<file path="config.mk">
export PLATFORM = sky130hd
export DESIGN_NAME = tensor_core_fp8_seq
export DESIGN_NICKNAME = d
export VERILOG_FILES = /design/src/rtl/tensor_core_fp8_seq.sv
export SDC_FILE = /design/constraint.sdc
export NUM_CORES = 1
export LEC_CHECK = 0
export CORE_AREA = 2 2 606 608
export CTS_CLUSTER_DIAMETER = 50
export DETAILED_ROUTE_END_ITERATION = 10
export DIE_AREA = 0 0 608 610
export SLEW_MARGIN = 5
export SYNTH_ARGS = -nofsm -noshare
export SYNTH_HDL_FRONTEND = slang
export SYNTH_SLANG_ARGS = --single-unit
</file>
<file path="constraint.sdc">
create_clock -name clk -period 4 [get_ports clk]
set_input_delay 1 -clock clk [delete_from_list [all_inputs] [get_ports clk]]
set_output_delay 1 -clock clk [all_outputs]
set_load 0.01 [all_outputs]
</file>
<file path="src/rtl/tensor_core_fp8_seq.sv">
// Sequencer that runs a 4x4xK FP8 GEMM on one combinational 4x4x4 tensor core,
// feeding the fp16 accumulator back as C each pass and returning the final tile.
module tensor_core_fp8_seq #(
  parameter int KT_W = 5
) (
  input  logic            clk,
  input  logic            rst,
  input  logic            start,
  input  logic            abort,
  input  logic [KT_W-1:0] k_tiles,
  input  logic [255:0]    c_init,
  output logic            busy,
  input  logic            ab_valid,
  output logic            ab_ready,
  input  logic [127:0]    a_tile,
  input  logic [127:0]    b_tile,
  output logic [127:0]    core_a,
  output logic [127:0]    core_b,
  output logic [255:0]    core_c,
  input  logic [255:0]    core_d,
  output logic            d_valid,
  input  logic            d_ready,
  output logic [255:0]    d_out,
  output logic [KT_W-1:0] step_cnt
);

  typedef enum logic [1:0] {IDLE = 2'd0, RUN = 2'd1, OUT = 2'd2} state_t;

  localparam logic [KT_W-1:0] ONE = KT_W'(1);

  state_t          state, state_nxt;
  logic [255:0]    acc;
  logic [KT_W-1:0] kt_reg;
  logic            beat, last_beat;

  assign beat      = ab_valid && ab_ready;
  assign last_beat = (step_cnt == kt_reg - ONE);

  always_ff @(posedge clk) begin
    if (rst) state <= IDLE;
    else     state <= state_nxt;
  end

  // abort overrides every transition, including a start seen in IDLE
  always_comb begin
    state_nxt = state;
    if (abort) begin
      state_nxt = IDLE;
    end else begin
      case (state)
        IDLE:    if (start) state_nxt = (k_tiles != '0) ? RUN : OUT;
        RUN:     if (beat && last_beat) state_nxt = OUT;
        OUT:     if (d_ready) state_nxt = IDLE;
        default: state_nxt = IDLE;
      endcase
    end
  end

  always_comb begin
    busy     = (state != IDLE);
    ab_ready = (state == RUN) && !abort;
    d_valid  = (state == OUT);
    d_out    = d_valid ? acc : '0;
  end

  assign core_a = a_tile;
  assign core_b = b_tile;
  assign core_c = acc;

  // Aborted jobs leave acc/step_cnt as they were; only reset or a new start clears them
  always_ff @(posedge clk) begin
    if (rst) begin
      acc      <= '0;
      kt_reg   <= '0;
      step_cnt <= '0;
    end else begin
      if (state == IDLE && start && !abort) begin
        acc      <= c_init;
        kt_reg   <= k_tiles;
        step_cnt <= '0;
      end else if (beat) begin
        acc      <= core_d;
        step_cnt <= step_cnt + ONE;
      end
    end
  end

endmodule

</file>
# Word level (Yosys, flattened, before mapping)

Index checks and enable logic that the tools add are counted.

Bits in registers: 268
Bits in latches: 0
Bits in writable memories: 0
ROM bits: 0
Input bits: 779
Word-level logic and storage cells: 33
Memories: 0

Add/sub/neg operators: 2
Multiply operators: 0
Div/mod/pow operators: 0
$lt $le $gt $ge: 0
Equality and inequality tests: 6
Shift operators: 0
Multiplexer cells: 8
Bitwise gates (word level): 0
Reductions and logical operators: 13

Operator list:

| kind                | count |
|---|---|
| $mux 256            | 3 |
| $mux 2              | 4 |
| $pmux 2 s3          | 1 |
| $add 5x1->5 const B | 1 |
| $eq 5x5->1          | 1 |
| $logic_and 1x1->1   | 5 |
| $reduce_bool 5->1   | 1 |
| $sub 5x1->5 const B | 1 |
| $ne 2x2->1 const B  | 2 |
| $reduce_bool 2->1   | 2 |
| $reduce_or 2->1     | 2 |
| $reduce_and 3->1    | 1 |
| $eq 2x1->1 const B  | 1 |
| $eq 2x2->1 const B  | 1 |
| $logic_not 2->1     | 1 |
| $ne 2x1->1 const B  | 1 |
| $logic_not 1->1     | 1 |

# Depth between registers and ports, before layout

Depth in word-level cells: 6
Gate-level depth with buffers: 8
Mapped depth without buffers: 6

# Least setup slack after synthesis

Ideal clock, no wire load.

Path kind: in2reg
From: input start
To: register acc[100] (netlist: core_c[100])
Setup time: 0.146 ns
Data arrival time: 2.185 ns
Setup slack: 1.669 ns
Stages: 7
Cell sequence: inv_1 > or4_1 > clkbuf_1 > clkbuf_1 > clkbuf_1 > nor2_1 > a211oi_2

Word-level cells in the longest chain between the ends: 3

RTL lines:

| item                                          | RTL line | source |
|---|---|---|
| from (decl)                                   | 8        | `input logic start,` |
| $logic_and 1x1->1 * (2 in series)             | 77       | `if (state == IDLE && start && !abort) begin` |
| $mux 256 or $reduce_bool 2->1 (tied branches) | -        |  |
| to (signal assigned)                          | 78       | `acc <= c_init;` |
| to (signal assigned)                          | 82       | `acc <= core_d;` |
| to (decl)                                     | 32       | `logic [255:0] acc;` |

Mark *: on every way between the ends. The rest lies on a longest branch, timed or not.
A chain may end at the register's enable or synchronous reset.

# Worst setup path after layout

From: register state[1]
To: output d_out[54]

Word-level cells in the longest chain between the ends: 2

RTL lines:

| item                   | RTL line | source |
|---|---|---|
| from (decl)            | 31       | `state_t state, state_nxt;` |
| from (signal assigned) | 41       | `else state <= state_nxt;` |
| $eq 2x2->1             | 62       | `d_valid = (state == OUT);` |
| $mux 256               | 63       | `d_out = d_valid ? acc : '0;` |
| to (decl)              | 23       | `output logic [255:0] d_out,` |

Every way passes these cells.

==> key figures <==
Timing
  • Worst hold margin: 473 ps
  • Fin crit share: 0.907
  • Final setup fails: 0
  • Max-slew headroom: 0.404
  • Fin worst setup slack: 372 ps
  • RSZ-0062 raised after global routing: no
  • Worst slew pin tran: 892 ps
  • Setup TNS: 0 ps
  • Final worst clock skew: 56.9 ps
  • Hold Vio Cnt, Final: 0
  • Achievable Freq: 0.276 GHz
  • Min Tclk post-route: 3630 ps
  • Slew Limit Fails: 0

Worst setup path
  • CP Data Required Time: 3000 ps
  • Delay-heaviest family, CP: buffers and inverters
  • CP Class: reg -> out
  • CP bufs+invs: 3
  • Max incr delay on CP: between 600 and 700 ps
  • Flop2flop setup slack: 1670 ps
  • CP endpoint kind: output pin
  • WP data arrival: 2630 ps
  • Max FO, Critical Path: 32
  • CP Cell Sequence: nor2b_4, buf_12, buf_12, and2_1, clkdlybuf4s50_1
  • Reg2Reg Depth: 6
  • Worst path most repeated cell: buf_12
  • Reg2reg end: core_c[127]
  • Nature of the critical path startpoint: register
  • Worst path slowest cell: clkdlybuf4s50_1
  • RR Startpoint: state[0]

Logic synthesis
  • Post-synth EDFFs: 0
  • FF+latch count, synth: roughly 270
  • Syn Inst Count: 1759
  • Synth Flop Type: dfxtp_1
  • Async set-or-reset flop fraction in the synthesized netlist: 0
  • Syn nets: 2540
  • Most frequent cell after synthesis: dfxtp_1
  • Synth area leaders: dfxtp_1 32%, mux2i_1 16%, a211oi_2 15%
  • Post-Synthesis Cell Area: around 17000 µm²
  • Most instantiated cells after synthesis: 268 x dfxtp_1, 259 x buf_4, 259 x nor2_1
  • Yosys top cell by area: dfxtp_1
  • Area share of the largest cell type after synthesis: 0.325
  • Yosys cell types: 32
  • Register area share after synthesis: 0.325
  • Yosys warns: 0
  • Synthesized area per cell: 9.39 µm²

Floorplanning
  • Num rows: about 220
  • Core area: 364000 µm²
  • Chip Height: 610 µm
  • Num ports: 1555
  • Starting Density: 0.0453
  • Die Wd: 608 µm
  • Die area: about 370000 µm²

Cells and area
  • Fin nets: 3318
  • Area grow syn2layout: 105%
  • Post-Layout Cell Count: 7435
  • Number of flip-flops in the largest register: around 260
  • Utilization after layout: 0.0929
  • Layout cells sized above 1: 0.207

Status
  • Status: finished with violations
  • Failing checks: antenna rules

Clock network
  • Post_cts resized: 0
  • Worst-path clk slew: approximately 50 ps
  • H-tree levels: 2
  • CTS Hold Bufs: 0
  • Post-CTS Setup Inserts: 0
  • CTS sink cnt: 268
  • TritonCTS Buffers: 57
  • Clk_lat worst skew: around 730 ps
  • Clock root cell: clkbuf_16
  • Clock buffer depth: 3
  • CTS tree: yes

Global route
  • Total GRT Usage: 0.130
  • Initial antenna violation count: 188
  • Grt ovf: 0
  • Global-route wire length before repair: 288 mm
  • Pin count of the biggest net entering global routing: 74
  • Vias in the first global route: 17023

Hold path
  • WHS Path Cells: 2
  • Worst hold-check path type: reg -> reg
  • WHS Endpoint: kt_reg[4]
  • Worst hold start: kt_reg[4]

Power and ir drop
  • Max VDD drop: 0.334 mV
  • Leakage power: between 0.01 and 0.015 µW
  • Pwr Density: 308 nW/µm²

Place
  • Placed Cells: 7294
  • Port Buffer Count: 1042
  • Worst slack at placement: 710 ps
  • Post-DP HPWL: 229 mm
  • RD Place Congestion: 0.921

Detailed routing
  • Drt wl/cell: 33.7 µm
  • Initial DRT Pass Iterations: 5
  • Final wirelength: 250 mm
  • Initial DRC Count: 1262
  • Detail Route Antenna Nets: 1
  • Via count: between 15000 and 20000
  • Vias/cell: around 2.4
  • Residual DRC count: 0

Job
  • Max-cap viol count: 0
## cell families after synthesis
group | synth area share
AOI/OAI and AO/OA | 0.182
xor gates and xnor gates | 0.00477
adders and majority gates | 0.00151
buffers and inverters | 0.164
DFF | 0.325
muxes | 0.156
and+or+nand+nor | 0.167
## worst max-delay path by stage
stage / end / start / depth (start not counted) / slack (ps)
floorplan: d_out[100] / state[1] / 5 / 1670
global placement: core_c[105] / abort / 7 / 700
detailed placement: core_c[67] / abort / 7 / 710
CTS: d_out[0] / state[1] / 6 / 250
global route: d_out[0] / state[1] / 6 / 270
finish: d_out[54] / state[1] / 5 / 370
## layout make-up
type                            instances  area [µm²]
Antenna cell                           33        82.6
Clock buffer                           68        1540
Clock inverter                         40         433
Fill cell                           42292      331000
Inverter                                4        15.0
Multi-Input combinational cell       1085        8460
Sequential cell                       268        5370
Tap cell                             4816        6030
Timing Repair Buffer                 1121       11900
## worst min-delay path, delay by kind of cell, from the launching register on
kind	cells	cell delay, ps
and+or+nand+nor	1	60
DFF	1	310
AOI/OAI and AO/OA	1	50
## metrics by stage
stage | total power, µW | area [µm²]
floorplan | 3980 | 16500
global placement | 5480 | 31800
detailed placement | 5480 | 31800
CTS | 10700 | 33800
global route | 10900 | 33800
finish | 10400 | 33900
## cells in the final DEF (no fill, tap or decap), types with 2 or more instances in the layout
| master | count |
|---|---|
| buf_4 | 124 |
| bufinv_16 | 5 |
| clkinvlp_4 | 8 |
| a211oi_2 | 200 |
| mux2i_1 | 257 |
| inv_6 | 14 |
| dfxtp_1 | 268 |
| nand4_1 | 3 |
| and2_1 | 256 |
| nand2b_1 | 3 |
| buf_12 | 103 |
| clkbuf_8 | 3 |
| inv_8 | 2 |
| nand2_1 | 11 |
| clkdlybuf4s50_1 | 893 |
| a21oi_1 | 7 |
| ha_1 | 2 |
| nor3_1 | 8 |
| a211oi_1 | 56 |
| xor2_1 | 6 |
| clkinv_2 | 5 |
| nor2_1 | 259 |
| diode_2 | 33 |
| xnor2_1 | 3 |
| clkbuf_16 | 59 |
| clkbuf_1 | 6 |
| inv_1 | 4 |
| clkinv_4 | 6 |
## where the power goes
part / switching [µW] / leakage (µW) / total [µW] / internal, µW
registers: 360 / 0.00221 / 3230 / 2870
logic: 1050 / 0.00715 / 2120 / 1060
clock network: 1970 / 0.000948 / 5080 / 3100
total: 3390 / 0.0103 / 10400 / 7040
## routing by layer
metal	vias to the layer above	wire length, µm	GRT usage
met2	1529	114000	0.211
met3	528	49200	0.117
li1	7413	-	-
met4	48	8970	0.0390
met1	8256	77900	0.117
met5	-	410	0.00194
No activity file was read; power rests on OpenSTA's default activity.
